$ cat src/rtl/uart_pkg.sv
// Shared UART types, defaults and the parity helper used by the RX path
// (and later by the TX loopback logic).
package uart_pkg;

  localparam int UART_CLKS_PER_BIT  = 16;
  localparam int UART_DATA_BITS     = 8;
  localparam int UART_MAX_DATA_BITS = 8;

  typedef enum logic [2:0] {
    IDLE,
    START,
    DATA,
    PARITY,
    STOP
  } uart_rx_state_e;

  // Expected parity bit for a data word; zero-extension does not change the XOR.
  function automatic logic uart_parity(input logic [UART_MAX_DATA_BITS-1:0] data,
                                       input logic odd);
    return (^data) ^ odd;
  endfunction

endpackage

$ cat src/rtl/uart_sync2.sv
// Two-flop synchronizer for an asynchronous input; resets to a programmable
// value so an idle-high serial line does not look like a start edge.
module uart_sync2 #(
  parameter logic RESET_VAL = 1'b1
) (
  input  logic clk,
  input  logic reset,
  input  logic d,
  output logic q
);

  logic meta;

  always_ff @(posedge clk) begin
    if (reset) begin
      meta <= RESET_VAL;
      q    <= RESET_VAL;
    end else begin
      meta <= d;
      q    <= meta;
    end
  end

endmodule

$ cat src/rtl/uart_rx_deserializer.sv
// UART receiver: centre-samples start/data/parity/stop bits and hands good
// bytes to a one-entry holding register; errors are single-cycle pulses.
module uart_rx_deserializer
  import uart_pkg::*;
#(
  parameter int CLKS_PER_BIT = UART_CLKS_PER_BIT,
  parameter int DATA_BITS    = UART_DATA_BITS,
  parameter int PARITY_EN    = 0,
  parameter int PARITY_ODD   = 0
) (
  input  logic                 clk,
  input  logic                 reset,
  input  logic                 rx,
  input  logic                 rx_enable,
  output logic [DATA_BITS-1:0] rx_data,
  output logic                 rx_valid,
  input  logic                 rx_ready,
  output logic                 frame_err,
  output logic                 parity_err,
  output logic                 overrun,
  output logic                 busy
);

  localparam int CNT_W = $clog2(CLKS_PER_BIT);
  localparam int IDX_W = $clog2(DATA_BITS);
  localparam logic [CNT_W-1:0] CNT_HALF = CNT_W'(CLKS_PER_BIT / 2 - 1);
  localparam logic [CNT_W-1:0] CNT_LAST = CNT_W'(CLKS_PER_BIT - 1);
  localparam logic [IDX_W-1:0] IDX_LAST = IDX_W'(DATA_BITS - 1);
  localparam logic             PAR_ODD  = (PARITY_ODD != 0);

  uart_rx_state_e       state_q;
  logic [CNT_W-1:0]     cnt_q;
  logic [IDX_W-1:0]     idx_q;
  logic [DATA_BITS-1:0] shift_q;
  logic                 par_bad_q;
  logic                 rx_s;
  logic                 rx_s_prev;
  logic                 bit_done;

  uart_sync2 #(.RESET_VAL(1'b1)) u_sync (
    .clk   (clk),
    .reset (reset),
    .d     (rx),
    .q     (rx_s)
  );

  assign bit_done = (cnt_q == CNT_LAST);
  assign busy     = (state_q != IDLE);

  // Handshake: rx_valid=1 means rx_data holds a byte; it is consumed on any
  // cycle with rx_valid & rx_ready, and rx_data is frozen until then. A new
  // good frame may load in the same cycle the old byte is consumed.
  always_ff @(posedge clk) begin
    if (reset) begin
      state_q    <= IDLE;
      cnt_q      <= '0;
      idx_q      <= '0;
      shift_q    <= '0;
      par_bad_q  <= 1'b0;
      rx_s_prev  <= 1'b1;
      rx_data    <= '0;
      rx_valid   <= 1'b0;
      frame_err  <= 1'b0;
      parity_err <= 1'b0;
      overrun    <= 1'b0;
    end else begin
      rx_s_prev  <= rx_s;
      frame_err  <= 1'b0;
      parity_err <= 1'b0;
      overrun    <= 1'b0;
      if (rx_valid && rx_ready) rx_valid <= 1'b0;

      if (state_q != IDLE && !rx_enable) begin
        // Abort silently; any held byte survives.
        state_q <= IDLE;
        cnt_q   <= '0;
      end else begin
        case (state_q)
          IDLE: begin
            if (rx_enable && rx_s_prev && !rx_s) begin
              state_q   <= START;
              cnt_q     <= '0;
              par_bad_q <= 1'b0;
            end
          end
          START: begin
            if (cnt_q == CNT_HALF) begin
              cnt_q   <= '0;
              idx_q   <= '0;
              state_q <= rx_s ? IDLE : DATA;
            end else begin
              cnt_q <= cnt_q + 1'b1;
            end
          end
          DATA: begin
            if (bit_done) begin
              cnt_q   <= '0;
              shift_q <= {rx_s, shift_q[DATA_BITS-1:1]};
              if (idx_q == IDX_LAST) state_q <= (PARITY_EN != 0) ? PARITY : STOP;
              else                   idx_q   <= idx_q + 1'b1;
            end else begin
              cnt_q <= cnt_q + 1'b1;
            end
          end
          PARITY: begin
            if (bit_done) begin
              cnt_q     <= '0;
              par_bad_q <= (rx_s != uart_parity(UART_MAX_DATA_BITS'(shift_q), PAR_ODD));
              state_q   <= STOP;
            end else begin
              cnt_q <= cnt_q + 1'b1;
            end
          end
          STOP: begin
            if (bit_done) begin
              cnt_q   <= '0;
              state_q <= IDLE;
              if (!rx_s)                     frame_err  <= 1'b1;
              else if (par_bad_q)            parity_err <= 1'b1;
              else if (!rx_valid || rx_ready) begin
                rx_data  <= shift_q;
                rx_valid <= 1'b1;
              end else                       overrun    <= 1'b1;
            end else begin
              cnt_q <= cnt_q + 1'b1;
            end
          end
          default: state_q <= IDLE;
        endcase
      end
    end
  end

endmodule
$ cat config.mk
export PLATFORM = sky130hd
export DESIGN_NAME = uart_rx_deserializer
export DESIGN_NICKNAME = d
export VERILOG_FILES = /design/src/rtl/uart_pkg.sv /design/src/rtl/uart_sync2.sv /design/src/rtl/uart_rx_deserializer.sv
export SDC_FILE = /design/constraint.sdc
export NUM_CORES = 1
export LEC_CHECK = 0
export ABC_AREA = 1
export BUFFER_PORTS_ARGS = -buffer_cell sky130_fd_sc_hd__buf_2
export CAP_MARGIN = 10
export CORE_MARGIN = 8
export CORE_UTILIZATION = 46
export CTS_BUF_LIST = sky130_fd_sc_hd__clkbuf_2 sky130_fd_sc_hd__clkbuf_4 sky130_fd_sc_hd__clkbuf_8
export CTS_CLUSTER_DIAMETER = 30
export DETAILED_ROUTE_END_ITERATION = 8
export PLACE_DENSITY = 0.67
export RECOVER_POWER = 100
export SKIP_CTS_REPAIR_TIMING = 1
export SLEW_MARGIN = 20
export SYNTH_ARGS = -nofsm -noshare
export SYNTH_HDL_FRONTEND = slang
export SYNTH_SLANG_ARGS = --single-unit
$ cat constraint.sdc
create_clock -name clk -period 1.6 [get_ports clk]
set_clock_uncertainty 0.1 [all_clocks]
set_input_delay 0.32 -clock clk [delete_from_list [all_inputs] [get_ports clk]]
set_output_delay 0.32 -clock clk [all_outputs]
set_load 0.05 [all_outputs]
==> summary.md <==
| Metric | Value |
|---|---|
| Outcome | finished, violations left |
| Failing checks | setup timing |
| Worst setup margin | -50.4 ps |
| Filler-free cell count of the finished design | 342 |
| Share of cells above drive strength 1 | 0.289 |
| Placed Instances | 333 |
| CTS Buf Count | 5 |
| Critical Path Start Type | flip-flop |
| RSZ-0062 raised after global routing | yes |
| Critical Path RT | 1720 ps |
| Register Area | 691 um2 |
| Max stage delay on crit path | 360 ps |
| Core footprint | 3660 um2 |
| Worst-Skew Late Latency | 290 ps |
| Crit path arrival time | 1770 ps |
| DRT Wirelength | 4120 um |
| Iteration-0 DRC Markers | 107 |
| ANT cells | 0 |
| Peak supply drop | 0.507 mV |
| Setup TNS | -122 ps |
| Root Driver | clkbuf_8 |
| CTS tree | yes |
| Hpwl dp | 2890 um |
| Design Area, Final | 2240 um2 |
| Syn_nets | 266 |
| Main area contributors after synthesis | dfxtp_1 (39%), nand2_1 (14%), nor2_1 (7.7%), inv_1 (6.6%), a21oi_1 (6.6%) |
| Final setup viols | 4 |
| Power Density | 992 nW/um2 |
| Max Freq | 606 MHz |
| Layout Area Growth over Synthesis | 27.6% |
| FF+latch count, synth | 34 |
| Largest net degree at the start of global routing | 19 |
| Initial Util | 0.479 |
| Overall Global Routing Usage | 0.134 |
| Max-cap check violation count | 0 |
| Row count | 22 |
| DRC | 0 |
| Total power draw | 2.22 mW |
| Input/output buffers | 17 |
| Number of vias per cell | 4.86 |
| Via count | 1663 |
| Iteration count of the initial detailed-routing pass | 4 |
| Reg clk slew, reported paths | 70 ps |
| Post-route ant nets | 0 |
| Final Slew Violations | 0 |
| Critical Path End Type | flip-flop |
| Syn Std Cell Area | 1750 um2 |
| Commonest non-fill, non-tap cells in the layout | nand2_1 (61), nor2_1 (34), inv_1 (30), dfxtp_1 (28), a21oi_1 (22) |
| P_leak | 1.05 nW |
| Commonest non-fill, non-tap cell in the layout | nand2_1 |
| Share of flip-flops with an asynchronous set or reset | 0 |
| Warnings from Yosys | 0 |
| # nets final | 301 |
| Vias in the first global route | 1510 |
| # H-tree levels | 2 |
| I/O pins | 18 |
| Die width | 77.7 um |
| Min Tclk post-route | 1650 ps |
| Post-synth EDFFs | 0 |
| Slew headroom | 0.672 |
| WL/cell | 12.0 um |
| Worst Hold Margin | 108 ps |
| Cell Area, Placed | 1980 um2 |
| Die Y | 77.7 um |
| Worst Path Max Fanout | 5 |
| Antenna violations before repair | 0 |
| Clock Tree Buf Depth | 2 |
| Post-Place Worst Slack | -62.3 ps |
| Synth Flop Type | dfxtp_1 |
| Grt ovf | 0 |
| WS Path Type | reg -> reg |
| Final period util | 1.03 |
| First-pass GRT wire length | 6790 um |
| Final Hold Fails | 0 |
| Area of the multi-input gates | 1050 um2 |
| Gp weighted congestion | 0.861 |
| Post-synth top area share | 0.388 |
| CTS sink cnt | 34 |
| DIE AREA | 6040 um2 |
| Min-delay worst type | in -> reg |
| Post-synthesis sequential area ratio | 0.388 |
| Yosys top cell by area | dfxtp_1 |
| Yosys cell types | 27 |
| Slew @ Worst Pin | 492 ps |
| Syn avg cell area | 6.79 um2 |
| Syn Inst Count | 258 |
| Layout fillers | 356 |
| CP Cell Sequence | ha_4 -> nand2_4 -> nor2_4 -> clkinv_4 -> nor2_2 -> nand2_1 -> or3_4 -> a21oi_2 |
| CP max stage cell | dfxtp_2 |
| Post-layout util | 0.611 |
==> flip-flops by register name (all words and copies together) (netlist names) <==
| signal | count |
|---|---|
| cnt_q | 4 |
| frame_err | 1 |
| idx_q | 3 |
| overrun | 1 |
| par_bad_q | 1 |
| parity_err | 1 |
| rx_data | 8 |
| rx_s_prev | 1 |
| rx_valid | 1 |
| shift_q | 8 |
| state_q | 3 |
| u_sync.meta | 1 |
| u_sync.q | 1 |
==> worst paths after layout <==
| kind | start | end | slack (ps) | depth (start not counted) |
|---|---|---|---|---|
| worst min-delay path | rx | u_sync.meta | 110 | 2 |
| worst max-delay path | cnt_q[1] | rx_valid | -50 | 8 |
| worst min register to register | u_sync.meta | u_sync.q | 320 | 1 |
| worst max register to register | cnt_q[1] | rx_valid | -50 | 8 |
==> layout make-up <==
class,count,share of cell area
multi-input combinational,185,0.472
sequential,34,0.309
timing repair buffer,31,0.0873
inverter,36,0.0627
clock buffer,7,0.0403
tap,48,0.0269
clock inverter,1,0.00224
==> routing by layer <==
| layer | share of wire | vias to the layer above | track usage |
|---|---|---|---|
| met4 | 0.015 | 0 | 0.0585 |
| li1 | - | 887 | - |
| met2 | 0.42 | 27 | 0.190 |
| met3 | 0.040 | 6 | 0.0369 |
| met1 | 0.52 | 743 | 0.184 |
| met5 | 0 | - | 0 |
==> cells by family after synthesis <==
logic type,synth area share
adders and majority gates,0.0214
xor gates and xnor gates,0.00999
DFF,0.388
and+or+nand+nor,0.355
AOI/OAI and AO/OA,0.138
buffers and inverters,0.0878
==> power by group <==
| group | leakage, nW | switching (mW) | internal [mW] |
|---|---|---|---|
| sequential | 0.278 | 0.0416 | 0.889 |
| clock | 0.0517 | 0.315 | 0.364 |
| combinational | 0.724 | 0.381 | 0.227 |
| total | 1.05 | 0.738 | 1.48 |
==> cell usage after synthesis, types with 2 or more instances <==
library cell	n
a21oi_1	23
clkbuf_1	2
dfxtp_1	34
ha_1	3
inv_1	31
inv_2	5
nand2_1	67
nand2_2	4
nand3_1	12
nor2_1	36
nor2_2	3
nor2_8	2
nor3_2	3
o21ai_0	15
o21ai_1	4
or2_2	3
==> worst max-delay path: cells and delay by family, from the launching register on <==
family                   cells  cell delay, ps
AND/OR/NAND/NOR              5             750
flip-flops                   1             360
adder cells (fa/ha/maj)      1             150
AO/OA/AOI/OAI                1             120
buffers and inverters        1             110
Power figures use the tool's default switching activity.
